## config.mk

```make
export PLATFORM = sky130hd
export DESIGN_NAME = mdio_rd_engine
export DESIGN_NICKNAME = d
export VERILOG_FILES = /design/src/rtl/mdio_rd_pkg.sv /design/src/rtl/mdio_lane_mux.sv /design/src/rtl/mdio_rd_engine.sv
export SDC_FILE = /design/constraint.sdc
export NUM_CORES = 1
export LEC_CHECK = 0
export CELL_PAD_IN_SITES_DETAIL_PLACEMENT = 0
export CELL_PAD_IN_SITES_GLOBAL_PLACEMENT = 1
export CORE_AREA = 2 2 371 373
export DETAILED_ROUTE_END_ITERATION = 10
export DIE_AREA = 0 0 373 375
export GPL_TIMING_DRIVEN = 0
export PLACE_DENSITY_LB_ADDON = 0.1
export SLEW_MARGIN = 20
export SYNTH_ARGS = -nofsm -noshare
export SYNTH_HDL_FRONTEND = slang
export SYNTH_HIERARCHICAL = 1
export SYNTH_SLANG_ARGS = --single-unit
export TNS_END_PERCENT = 20
```

## constraint.sdc

```tcl
create_clock -name clk -period 4.5 [get_ports clk]
set_input_delay 0.9 -clock clk [delete_from_list [all_inputs] [get_ports clk]]
set_output_delay 0.9 -clock clk [all_outputs]
set_load 0.005 [all_outputs]
```

## src/rtl/mdio_rd_pkg.sv

```systemverilog
// Shared definitions for the MDIO read engine: FSM state encoding and the
// width helper used to size the lane-select and bank-index fields.
package mdio_rd_pkg;

    typedef enum logic [1:0] {
        IDLE  = 2'd0,
        ISSUE = 2'd1,
        DRAIN = 2'd2
    } rd_state_e;

    // Ceiling log2; returns 0 for v <= 1.
    function automatic int clog2(input int v);
        int r;
        int x;
        r = 0;
        x = v - 1;
        while (x > 0) begin
            r = r + 1;
            x = x >> 1;
        end
        return r;
    endfunction

    // Field width that never collapses to zero bits.
    function automatic int width_of(input int v);
        return (clog2(v) < 1) ? 1 : clog2(v);
    endfunction

endpackage

```

## src/rtl/mdio_lane_mux.sv

```systemverilog
// Combinational bank/lane select: picks one bank word out of the flattened
// memory read bus, then one LANE_W slice out of that word.
module mdio_lane_mux
    import mdio_rd_pkg::*;
#(
    parameter int NUM_BANKS = 24,
    parameter int WORD_W    = 36,
    parameter int LANE_W    = 9,
    localparam int LANES    = WORD_W / LANE_W,
    localparam int BANK_W   = width_of(NUM_BANKS),
    localparam int LSEL_W   = width_of(LANES)
) (
    input  logic [NUM_BANKS*WORD_W-1:0] din_i,
    input  logic [BANK_W-1:0]           bank_i,
    input  logic [LSEL_W-1:0]           lane_i,
    output logic [LANE_W-1:0]           lane_o
);

    logic [WORD_W-1:0] word;

    // Two-level select: bank word first, then the lane slice within it.
    always_comb begin
        word   = '0;
        lane_o = '0;
        for (int b = 0; b < NUM_BANKS; b++) begin
            if (bank_i == BANK_W'(b)) word = din_i[b*WORD_W +: WORD_W];
        end
        for (int l = 0; l < LANES; l++) begin
            if (lane_i == LSEL_W'(l)) lane_o = word[l*LANE_W +: LANE_W];
        end
    end

endmodule

```

## src/rtl/mdio_rd_engine.sv

```systemverilog
// Burst read engine: issues len+1 consecutive word reads to one memory bank,
// then returns the selected lane of each word, one per cycle, after the
// memory read latency. Out-of-range lane selects are rejected with rd_err.
//
// Handshake: rd_req is a single-cycle start pulse, honoured only in IDLE.
// rd_valid qualifies rd_data for exactly one cycle per word (no back-pressure);
// rd_done marks the last word of a burst (or accompanies rd_err on a reject).
module mdio_rd_engine
    import mdio_rd_pkg::*;
#(
    parameter int NUM_BANKS = 24,
    parameter int WORD_W    = 36,
    parameter int LANE_W    = 9,
    parameter int ADDR_W    = 15,
    parameter int RD_LAT    = 1,
    parameter int LEN_W     = 4,
    localparam int LANES    = WORD_W / LANE_W,
    localparam int SEL_W    = clog2(NUM_BANKS * LANES)
) (
    input  logic                        clk,
    input  logic                        rst,
    input  logic                        rd_req,
    input  logic [SEL_W-1:0]            rd_sel,
    input  logic [ADDR_W-1:0]           rd_addr,
    input  logic [LEN_W-1:0]            rd_len,
    output logic [NUM_BANKS-1:0]        mem_chip_en,
    output logic [ADDR_W-1:0]           mem_addr,
    input  logic [NUM_BANKS*WORD_W-1:0] mem_din,
    output logic [LANE_W-1:0]           rd_data,
    output logic                        rd_valid,
    output logic                        rd_done,
    output logic                        rd_err,
    output logic                        rd_busy
);

    localparam int TOTAL  = NUM_BANKS * LANES;
    localparam int BANK_W = width_of(NUM_BANKS);
    localparam int LSEL_W = width_of(LANES);

    rd_state_e              state_q;
    logic [BANK_W-1:0]      bank_q;
    logic [LSEL_W-1:0]      lane_q;
    logic [LEN_W-1:0]       cnt_q;
    logic [ADDR_W-1:0]      addr_q;
    logic [NUM_BANKS-1:0]   chip_en_q;
    logic [RD_LAT-1:0]      vpipe_q;
    logic [RD_LAT-1:0]      lpipe_q;
    logic [LANE_W-1:0]      rd_data_q;
    logic                   rd_valid_q;
    logic                   rd_done_q;
    logic                   rd_err_q;

    logic [31:0]            sel_ext;
    logic                   sel_ok;
    logic                   bad_req;
    logic [BANK_W-1:0]      req_bank;
    logic [LSEL_W-1:0]      req_lane;
    logic                   issue;
    logic                   issue_last;
    logic [LANE_W-1:0]      lane_data;

    assign sel_ext    = 32'(rd_sel);
    assign sel_ok     = sel_ext < 32'(TOTAL);
    assign bad_req    = (state_q == IDLE) && rd_req && !sel_ok;
    assign req_bank   = BANK_W'(sel_ext / 32'(LANES));
    assign req_lane   = LSEL_W'(sel_ext % 32'(LANES));
    assign issue      = (state_q == ISSUE);
    assign issue_last = issue && (cnt_q == '0);

    mdio_lane_mux #(
        .NUM_BANKS (NUM_BANKS),
        .WORD_W    (WORD_W),
        .LANE_W    (LANE_W)
    ) u_lane_mux (
        .din_i  (mem_din),
        .bank_i (bank_q),
        .lane_i (lane_q),
        .lane_o (lane_data)
    );

    // Burst FSM: latch request, drive one address per ISSUE cycle, wait out the pipe.
    always_ff @(posedge clk) begin
        if (rst) begin
            state_q   <= IDLE;
            bank_q    <= '0;
            lane_q    <= '0;
            cnt_q     <= '0;
            addr_q    <= '0;
            chip_en_q <= '0;
        end else begin
            case (state_q)
                IDLE: begin
                    if (rd_req && sel_ok) begin
                        bank_q    <= req_bank;
                        lane_q    <= req_lane;
                        cnt_q     <= rd_len;
                        addr_q    <= rd_addr;
                        chip_en_q <= NUM_BANKS'(1) << req_bank;
                        state_q   <= ISSUE;
                    end
                end
                ISSUE: begin
                    if (cnt_q == '0) begin
                        chip_en_q <= '0;
                        addr_q    <= '0;
                        state_q   <= DRAIN;
                    end else begin
                        cnt_q  <= cnt_q - LEN_W'(1);
                        addr_q <= addr_q + ADDR_W'(1);
                    end
                end
                DRAIN: begin
                    // Leave on the edge that ends the final rd_done cycle.
                    if (rd_done_q) state_q <= IDLE;
                end
                default: state_q <= IDLE;
            endcase
        end
    end

    // Valid/last shift register tracks each issued word to its sampling cycle.
    always_ff @(posedge clk) begin
        if (rst) begin
            vpipe_q    <= '0;
            lpipe_q    <= '0;
            rd_data_q  <= '0;
            rd_valid_q <= 1'b0;
            rd_done_q  <= 1'b0;
            rd_err_q   <= 1'b0;
        end else begin
            vpipe_q[0] <= issue;
            lpipe_q[0] <= issue_last;
            for (int i = 1; i < RD_LAT; i++) begin
                vpipe_q[i] <= vpipe_q[i-1];
                lpipe_q[i] <= lpipe_q[i-1];
            end
            rd_valid_q <= vpipe_q[RD_LAT-1];
            rd_data_q  <= vpipe_q[RD_LAT-1] ? lane_data : '0;
            rd_done_q  <= lpipe_q[RD_LAT-1] | bad_req;
            rd_err_q   <= bad_req;
        end
    end

    assign mem_chip_en = chip_en_q;
    assign mem_addr    = addr_q;
    assign rd_data     = rd_data_q;
    assign rd_valid    = rd_valid_q;
    assign rd_done     = rd_done_q;
    assign rd_err      = rd_err_q;
    assign rd_busy     = (state_q != IDLE);

endmodule
```

==> out/results.ini, run 1 <==
[route]
routed_len_inst_um=45.0
dr.first_iter.drc_count=1710
dr_total_vias=20200
drt_pass1_iterations=5
antenna_violating_nets_post_route=0
drt-total-wl_um=199000
detail_route.drc_violations=0
viasPerCell=4.56

[clock_tree]
clock_latency_ns=0.39
cts.root.buffer_cell=clkbuf_16
cts_buffers=9
ctsHtreeMaxLevel=3
cts.path.max_buffers=2
tritoncts_clock_tree=built
holdBufCountCts=0
cts.clk_slew.worst_paths_ns=0.09
post_cts.repair.setup_buffers=0
clock_sink_count=66

[sta]
timing_hold_violations_final=0
timing.slew.headroom_pct=17.8
tightest_slew_ns=1.23
period_share_pct=99.0
unrepaired_setup_endpoints_after_global_routing=no
final-max-slew-violation-count=0
final_period_minus_worst_setup_slack_ns=4.45
worst_setup_margin_ns=0.0454
worst_clock_skew_ns=0.0208
fmaxAchievable_mhz=224
timing.final.setup_violations=0

[final_layout]
multi_input_comb_area_mm2=0.00917
drive_above_1_share_pct=10.1
area_growth_syn_to_layout_pct=109
finish.net_count=3483
fillerInstances=15500
sequential_cell_area_mm2=0.00132
instances_no_fill=4426

[run]
drv.max_cap_violation_count=0

[global_routing]
first_global_vias=20900
gr-usage-all-layers_pct=27.4
largest_net_degree_at_the_start_of_global_routing=20
antenna_violations_before_repair=161
overflow=0
grt_pass1_wl_um=247000

[place]
dp.cells=4372
preCtsSetupSlack_ns=-0.527
dp.final_hpwl_um=167000
globalplace.congestion=0.889
port_buffers=943

[yosys]
postSynthRegisterBits=66
yosys_warnings=6
synth_async_sr_flop_share_pct=0
synth-main-ff-cell=dfxtp_1
synthCells=1627
synth_sequential_area_ratio_pct=11.7
synth_fp_nets=2522
synth.distinct_cells=95
synthesis.area_per_instance_um2=6.97
syn_area_mm2=0.0113
count_of_flip_flops_with_a_built_in_enable_after_synthesis=0

[pwr]
leakagePower_nw=7.59
power.total_mw=4.44
power_per_cell_area_mw_per_mm2=188
ir_drop_mv=0.130

[critical_path]
crit_path_start_kind=flip-flop
critPathKind=reg2reg
crit_path_max_fanout=10
crit_path_end_kind=flip-flop
worstPathArrival_ns=4.74
timing.critical_path.required_ns=4.79

[die]
core_area_mm2=0.136
area_enclosed_by_the_die_boundary_mm2=0.140
floorplan.initialDensity_pct=8.32
die_height_um=375
io-pin-count=945
rows=136
floorplan.die.width_um=373

[outcome]
run_status=completed

[worst_hold_path]
hold_class=reg2reg

==> timing repair <==
action                                  in CTS  in global routing
endpoints found under the setup margin       9                  2
gates resized for setup                     15                  2
pin swaps                                    0                  0
endpoints found under the hold margin        0                  0
==> critical path, cell delays in order (launching register included) <==
cell and delay (ns):
dfxtp_1 0.58, buf_4 0.27, buf_6 0.20, buf_2 0.57, o21ai_0 0.19, o221ai_1 0.61, a31oi_1 0.52, o31ai_4 0.54
a21oi_1 0.18, or4_1 0.53, and2_1 0.15
==> path summary, 6_finish.rpt <==
check             from         end  slack (ns)  depth (start not counted)
max          bank_q[1]  rd_data[8]        0.05                         10
min            lpipe_q     rd_done        0.44                          2
max reg2reg  bank_q[1]  rd_data[8]        0.05                         10
min reg2reg    lpipe_q     rd_done        0.44                          2
==> state kept, by name, summed over array words and instances (netlist names) <==
signal / cells
lpipe_q: 1
bank_q: 5
rd_valid: 1
rd_err: 1
state_q: 2
mem_chip_en: 24
rd_data: 9
cnt_q: 4
vpipe_q: 1
lane_q: 2
rd_done: 1
mem_addr: 15
==> metal layers <==
layer | part of all wire [%] | GRT usage [%] | routed length, um | vias up
met5 | 0.48 | 0 | 966 | -
met4 | 3.2 | 8.01 | 6330 | 150
met3 | 8.9 | 8.65 | 17800 | 334
met2 | 50 | 48.8 | 98700 | 1175
met1 | 38 | 31.0 | 75600 | 10100
li1 | - | - | - | 8404
==> where the power goes <==
group,total [mW],switching [mW],internal (mW)
Clock,0.833,0.395,0.437
Combinational,2.93,1.70,1.23
Sequential,0.676,0.0570,0.619
==> per-stage QoR <==
step	utilization (%)	hold WS, ns	TNS, ns	cell area, um2
2_1_floorplan	-	0.413	0	11300
3_3_place_gp	16.9	0.429	-4.40	23000
3_5_place_dp	17.0	0.439	-2.20	23200
4_1_cts	17.3	0.443	0	23600
5_1_grt	17.3	0.481	0	23600
6_report	17.4	0.439	0	23700
==> cell usage after synthesis, types with 19 or more instances <==
cell	instances	area (um2)
o22ai_1	62	388
dfxtp_1	66	1320
clkbuf_1	47	176
inv_1	20	75.1
o221ai_1	24	210
buf_2	79	395
nand4_1	19	119
a21oi_1	164	821
mux2i_1	65	651
nor3_1	44	220
o211ai_1	24	180
nor2_1	112	420
nand3_1	42	210
nand2_1	149	559
and2_1	20	125
mux4_2	20	450
a221oi_1	50	438
a22oi_1	50	375
o21ai_0	163	816
or3_1	19	119
a211oi_1	26	195
mux2_2	32	360
==> layout make-up <==
| type | count | area share (%) |
|---|---|---|
| antenna | 39 | 0.412 |
| buffer | 162 | 3.82 |
| clock buffer | 9 | 0.951 |
| clock inverter | 7 | 0.328 |
| inverter | 23 | 0.365 |
| multi-input combinational | 1375 | 38.7 |
| sequential | 66 | 5.58 |
| tap | 1794 | 9.48 |
| timing repair buffer | 951 | 40.3 |
==> cells in the final DEF (no fill, tap or decap), types with 9 or more instances in the layout <==
cell type          n
a221oi_1          50
nor4_1            11
o2111ai_1         10
clkbuf_2          15
dfxtp_1           66
a31oi_1           18
nor2b_1           15
a211oi_1          26
clkbuf_1          32
o21ai_1           12
mux4_2            20
o31ai_1           10
o221ai_1          24
mux2i_1           65
clkbuf_16          9
buf_2             73
inv_1             20
nand3_1           42
o211ai_1          24
nand2b_1          14
a22oi_1           50
buf_6             15
a21oi_1          162
diode_2           39
clkdlybuf4s50_1  943
o32ai_1           12
or3_1             19
nor3_1            43
nand4_1           19
nand2_1          148
nor2_1           107
o21ai_0          162
mux2_2            32
o22ai_1           61
buf_4             26
and2_1            20
==> cell families after synthesis <==
family | Yosys count | synth area share [%]
xor gates and xnor gates | 1 | 0.0773
muxes | 118 | 13.0
AOI/OAI and AO/OA | 729 | 42.4
adders and majority gates | 2 | 0.221
DFF | 66 | 11.7
buffers and inverters | 186 | 8.43
and+or+nand+nor | 525 | 24.2
Power figures use the tool's default switching activity.
==> run 2: changes to the inputs <==
CORE_AREA = 2 2 363 365   (was 2 2 371 373)
DIE_AREA = 0 0 365 367   (was 0 0 373 375)
DONT_BUFFER_PORTS = 1   (was not set)
==> run 2 against run 1 <==
  * The flow now finishes with violations (setup timing)
  * Combinational power fell by 26%
  * Utilization is 6.3 points lower
  * Final area shrank 39%
  * Flip-flop and latch count is the same
  * Via count decreased by 17%
==> out/results.ini, run 2 (synthesis results as in run 1) <==
[sta]
final.setup.tns_ns=-0.292
final_period_minus_worst_setup_slack_ns=4.65
timing.final.setup_violations=4
tightest_slew_ns=1.26
worst_clock_skew_ns=0.0339
final-max-slew-violation-count=0
unrepaired_setup_endpoints_after_global_routing=no
fmaxAchievable_mhz=215
timing_hold_violations_final=0
period_share_pct=103
timing.slew.headroom_pct=15.9
worst_setup_margin_ns=-0.152

[critical_path]
r2r_setup_slack_ns=-0.15
worstPathArrival_ns=4.96
crit_path_max_fanout=10
crit_path_end_kind=flip-flop
timing.critical_path.required_ns=4.81
worst_r2r_endpoint=rd_data[2]
critical_path.n_buffers_inverters=2
crit_path_start_kind=flip-flop
critical_path.slowest_cell=nor3b_4
r2r_cells=10
regToRegStartpoint=bank_q[2]
setup.worst_path.start=bank_q[2]
critical-path-max-stage-delay_ns=0.71
critPathKind=reg2reg
crit_chain=buf_4 > buf_6 > nor3b_4 > nand2_1 > o22ai_1 > a2111oi_0 > or4_1 > a2bb2oi_1 > o211ai_1 > and2_1
critPathTopFamily=simple AND/OR/NAND/NOR gates

[die]
floorplan.initialDensity_pct=8.69
floorplan.die.width_um=365
rows=133
core_area_mm2=0.130
area_enclosed_by_the_die_boundary_mm2=0.134
io-pin-count=945
die_height_um=367

[pwr]
netSwitchingFraction_pct=56.3
cell_internal_pwr_mw=1.60
leakagePower_nw=4.00
ir_drop_mv=0.162
pwr-share-clk_pct=22.5
power_per_cell_area_mw_per_mm2=255
share_of_total_power_in_combinational_logic_pct=58.9
power_switching_mw=2.06
power_frac_seq_pct=18.6

[global_routing]
gr-usage-all-layers_pct=27.1
largest_net_degree_at_the_start_of_global_routing=20
overflow=0
grt_pass1_wl_um=227000
first_global_vias=16800
antenna_violations_before_repair=143

[clock_tree]
cts.path.max_buffers=2
holdBufCountCts=0
ctsHtreeMaxLevel=3
cts.clk_slew.worst_paths_ns=0.10
cts_buffers=9
clock_sink_count=66
tritoncts_clock_tree=built
cts.root.buffer_cell=clkbuf_16
clock_latency_ns=0.41

[route]
dr.first_iter.drc_count=1544
dr_total_vias=16800
drt-total-wl_um=190000
drt_pass1_iterations=5
viasPerCell=4.86
routed_len_inst_um=55.0
antenna_violating_nets_post_route=0
detail_route.drc_violations=0

[worst_hold_path]
hold_path_startpoint=lpipe_q
hold-path-endpoint=rd_done
hold_class=reg2reg
whs_path_cells=2

[place]
port_buffers=0
preCtsSetupSlack_ns=-0.866
dp.final_hpwl_um=159000
globalplace.congestion=0.868

[final_layout]
area_growth_syn_to_layout_pct=27.0
finish.net_count=2545
mostFrequentLayoutCells=o21ai_0, a21oi_1, nand2_1
drive_above_1_share_pct=17.3
flip_flop_count_of_the_largest_register_all_copies_and_words_added=24

[outcome]
failing_checks=setup timing
run_status=finished, violations left

[run]
drv.max_cap_violation_count=0

run 2: changes by cell type in the layout (fill, tap and decap cells not counted), sizes merged:
cell	previous run	this run
clkdlybuf4s50	943	0
diode	39	46
buf	122	125
clkbuf	57	59
clkinv	4	2
clkinvlp	0	2
run 2: per-stage QoR:
| step | power [mW] | std cells | hold WS [ns] | instance area [um2] | utilization [%] |
|---|---|---|---|---|---|
| floorplan | 1.58 | 1627 | 0.413 | 11300 | - |
| finish | 3.67 | 3456 | 0.440 | 14400 | 11.0 |
| CTS | 3.74 | 3410 | 0.440 | 14300 | 10.9 |
| global placement | 2.82 | 3382 | 0.436 | 13500 | 10.4 |
| detailed placement | 2.85 | 3395 | 0.439 | 13900 | 10.6 |
| global route | 3.77 | 3433 | 0.471 | 14300 | 11.0 |
run 2: power by group through the flow:
stage / Clock (mW) / Combinational [mW] / Sequential (mW)
after floorplan: 0 / 0.922 / 0.662
after global placement: 0 / 2.12 / 0.700
after detailed placement: 0 / 2.15 / 0.700
after CTS: 0.878 / 2.18 / 0.686
after global routing: 0.883 / 2.20 / 0.690
final: 0.824 / 2.16 / 0.684
run 2: worst max path at each step:
stage	endpoint	slack (ns)	cells past startpoint
after floorplan	rd_data[8]	1.94	7
after global placement	rd_data[3]	-1.76	10
after detailed placement	rd_data[5]	-0.87	11
after CTS	rd_data[5]	-0.11	12
after global routing	rd_data[5]	0.008	11
final	rd_data[2]	-0.15	10
run 2: tightest hold or removal path, stage by stage, from the launching register on:
cell and delay (ns):
dfxtp_1 0.30, a21oi_1 0.03, nor2_1 0.07
run 2: routing by layer:
layer	part of all wire, %	vias up	global-route usage [%]
met2	48	1207	46.2
li1	-	6546	-
met5	0.47	-	0
met4	4.4	136	10.7
met1	38	8560	30.9
met3	9.0	360	9.35
run 2: final cells by class:
cell class / count / area, um2
Antenna cell: 46 / 115
Buffer: 162 / 927
Clock buffer: 9 / 225
Clock inverter: 7 / 76.3
Fill cell: 15400 / 116000
Inverter: 23 / 86.3
Multi-Input combinational cell: 1375 / 9250
Sequential cell: 66 / 1320
Tap cell: 1755 / 2200
Timing Repair Buffer: 13 / 200
run 2: what timing repair did:
item                                    4_1_cts  5_1_grt
setup buffers                                 0        0
endpoints found under the setup margin        9        3
resized for setup                            30        4
==> run 3: changes to the inputs <==
CORE_AREA = 2 2 367 369   (was 2 2 363 365)
DIE_AREA = 0 0 369 371   (was 0 0 365 367)
SYNTH_HIERARCHICAL = not set   (was 1)
==> run 3 against run 2 <==
  * The run still ends with setup timing left
  * Combinational power hardly changed
  * Cell count is 0.52% higher
  * Die area is 2.2% higher
  * Worst hold slack better by 0.0084 ns
  * Non-clock buffer count stayed put
  * Via count is 2.1% higher
  * Critical path depth stayed put
  * Setup slack better by 0.031 ns
  * Sequential share of layout area is 0.29 points higher
==> out/results.ini, run 3 <==
[global_routing]
antenna_violations_before_repair=123
first_global_vias=16600
gr-usage-all-layers_pct=26.5
largest_net_degree_at_the_start_of_global_routing=20
grt_pass1_wl_um=228000
overflow=0

[critical_path]
critical_path.slowest_cell=nor3b_2
crit_path_end_kind=flip-flop
setup.worst_path.start=bank_q[0]
crit_path_max_fanout=10
critPathKind=reg2reg
timing.critical_path.required_ns=4.69
critical-path-max-stage-delay_ns=0.95
crit_chain=buf_2 > nor3b_2 > clkbuf_1 > o21ai_0 > o211ai_1 > a211oi_2 > nor4b_2 > buf_4 > a2bb2oi_1 > o221ai_1
crit_path_start_kind=flip-flop
r2r_setup_slack_ns=-0.12
worstPathArrival_ns=4.81
regToRegStartpoint=bank_q[0]

[clock_tree]
tritoncts_clock_tree=built
holdBufCountCts=0
cts.path.max_buffers=2
cts.root.buffer_cell=clkbuf_16
clock_sink_count=66
cts.clk_slew.worst_paths_ns=0.07
ctsHtreeMaxLevel=3
clock_latency_ns=0.38
cts_buffers=9

[pwr]
cell_internal_pwr_mw=1.63
netSwitchingFraction_pct=55.8
ir_drop_mv=0.188
power_switching_mw=2.06
share_of_total_power_in_combinational_logic_pct=58.9
power_per_cell_area_mw_per_mm2=265
pwr-share-clk_pct=22.9
power_frac_seq_pct=18.2
leakagePower_nw=4.00

[yosys]
synth_top_cell_by_area=dfxtp_1
count_of_flip_flops_with_a_built_in_enable_after_synthesis=0
synth_fp_nets=2538
synthTopCellsByArea=dfxtp_1, a21oi_1, nor2_1
synth_sequential_area_ratio_pct=12.3
synth-main-ff-cell=dfxtp_1
synthesis.area_per_instance_um2=6.53
postSynthRegisterBits=66
area_share_of_the_largest_cell_type_after_synthesis_pct=12.3
synth.distinct_cells=86
yosys_warnings=0
synthCells=1643
synth_async_sr_flop_share_pct=0
synthMostInstantiatedCell=a21oi_1
netlist_top_cells_count=a21oi_1, nor2_1, nand2_1
syn_area_mm2=0.0107

[sta]
fmaxAchievable_mhz=216
final_period_minus_worst_setup_slack_ns=4.62
unrepaired_setup_endpoints_after_global_routing=yes
tightest_slew_ns=1.30
timing.slew.headroom_pct=13.6
worst_clock_skew_ns=0.0154
timing.final.setup_violations=4
timing_hold_violations_final=0
worst_setup_margin_ns=-0.121
final-max-slew-violation-count=0
period_share_pct=103

[final_layout]
area_growth_syn_to_layout_pct=30.0
instances_no_fill=3474
fillerInstances=15800
mostFrequentLayoutCells=a21oi_1, nor2_1, nand2_1
mostFrequentLayoutCell=a21oi_1
drive_above_1_share_pct=13.3
flip_flop_count_of_the_largest_register_all_copies_and_words_added=24
finish.net_count=2572

[route]
dr.first_iter.drc_count=2126
antenna_violating_nets_post_route=0
drt-total-wl_um=191000
viasPerCell=4.94
dr_total_vias=17200
detail_route.drc_violations=0
routed_len_inst_um=54.9
drt_pass1_iterations=6

[die]
floorplan.die.width_um=369
core_area_mm2=0.133
area_enclosed_by_the_die_boundary_mm2=0.137
die_height_um=371
rows=134
io-pin-count=945
floorplan.initialDensity_pct=8.08

[place]
globalplace.congestion=0.860
port_buffers=0
dp.cells=3436
preCtsSetupSlack_ns=-0.828
dp.final_hpwl_um=164000

[worst_hold_path]
hold_path_startpoint=lpipe_q
hold_class=reg2reg

[outcome]
run_status=finished, violations left
failing_checks=setup timing

[run]
drv.max_cap_violation_count=0

run 3: cell count changes in the layout (fill, tap and decap cells not counted), moves of 15 or more:
cell      change
a21oi_1      +38
and2_1       -15
buf_2        -21
clkbuf_1     +24
diode_2      -22
mux2_2       -18
mux2i_1      -32
nor2_1       +60
o21ai_0      -42
o221ai_1     +18
o22ai_1      +17
run 3: worst paths after layout:
| path | to | cells past startpoint |
|---|---|---|
| hold / removal | rd_done | 1 |
| hold reg to reg | rd_done | 1 |
| setup / recovery | rd_data[0] | 10 |
| setup reg to reg | rd_data[0] | 10 |
run 3: cell type report:
| class | instances | area [um2] | area share [%] |
|---|---|---|---|
| Multi-Input combinational cell | 1411 | 8890 | 63.7 |
| Clock inverter | 5 | 85.1 | 0.610 |
| Clock buffer | 11 | 243 | 1.74 |
| Timing Repair Buffer | 26 | 325 | 2.33 |
| Antenna cell | 24 | 60.1 | 0.431 |
| Buffer | 149 | 758 | 5.44 |
| Tap cell | 1768 | 2210 | 15.9 |
| Inverter | 14 | 52.6 | 0.377 |
| Sequential cell | 66 | 1320 | 9.47 |
run 3: kinds of logic (layout without fill, tap and decap cells):
group / Yosys count / count (layout) / synth area share, %
AO/OA/AOI/OAI: 778 / 778 / 48.4
flip-flops: 66 / 66 / 12.3
other: 0 / 24 / 0
buffers and inverters: 166 / 205 / 6.91
adder cells (fa/ha/maj): 2 / 2 / 0.233
XOR/XNOR: 3 / 3 / 0.245
multiplexers: 55 / 55 / 6.02
AND/OR/NAND/NOR: 573 / 573 / 25.9
run 3: metrics by stage:
stage | total power, mW | TNS, ns | instance area [um2] | hold WS, ns | utilization [%]
after floorplan | 1.52 | 0 | 10700 | 0.408 | -
after global placement | 2.78 | -15.31 | 12900 | 0.431 | 9.75
after detailed placement | 2.83 | -4.78 | 13400 | 0.419 | 10.1
after CTS | 3.75 | 0 | 13900 | 0.449 | 10.5
after global routing | 3.79 | -0.0813 | 13900 | 0.468 | 10.5
final | 3.70 | -0.253 | 13900 | 0.448 | 10.5
run 3: per-layer routing:
layer | vias up | global-route usage, % | part of all wire, %
met5 | - | 0 | 0.37
met4 | 112 | 8.68 | 3.8
met3 | 322 | 8.97 | 9.1
met2 | 1359 | 44.1 | 46
met1 | 8776 | 31.9 | 40
li1 | 6586 | - | -
run 3: worst max-delay path: cells and delay by family, from the launching register on:
family	cells	cell delay, ns
compound gates	5	1.42
buf+inv	3	1.42
flops	1	0.35
simple gates	2	1.23
run 3: timing repair:
action / CTS / global route
setup buffers: 1 / 0
endpoints found under the setup margin: 9 / 5
resized for setup: 37 / 4
endpoints found under the hold margin: 0 / 0
pin swaps: 3 / 0
run 3: power groups by stage:
| stage | combinational [mW] | clock, mW | sequential, mW |
|---|---|---|---|
| floorplan | 0.859 | 0 | 0.660 |
| global placement | 2.09 | 0 | 0.690 |
| detailed placement | 2.15 | 0 | 0.688 |
| CTS | 2.18 | 0.893 | 0.675 |
| global route | 2.20 | 0.901 | 0.681 |
| finish | 2.18 | 0.848 | 0.673 |
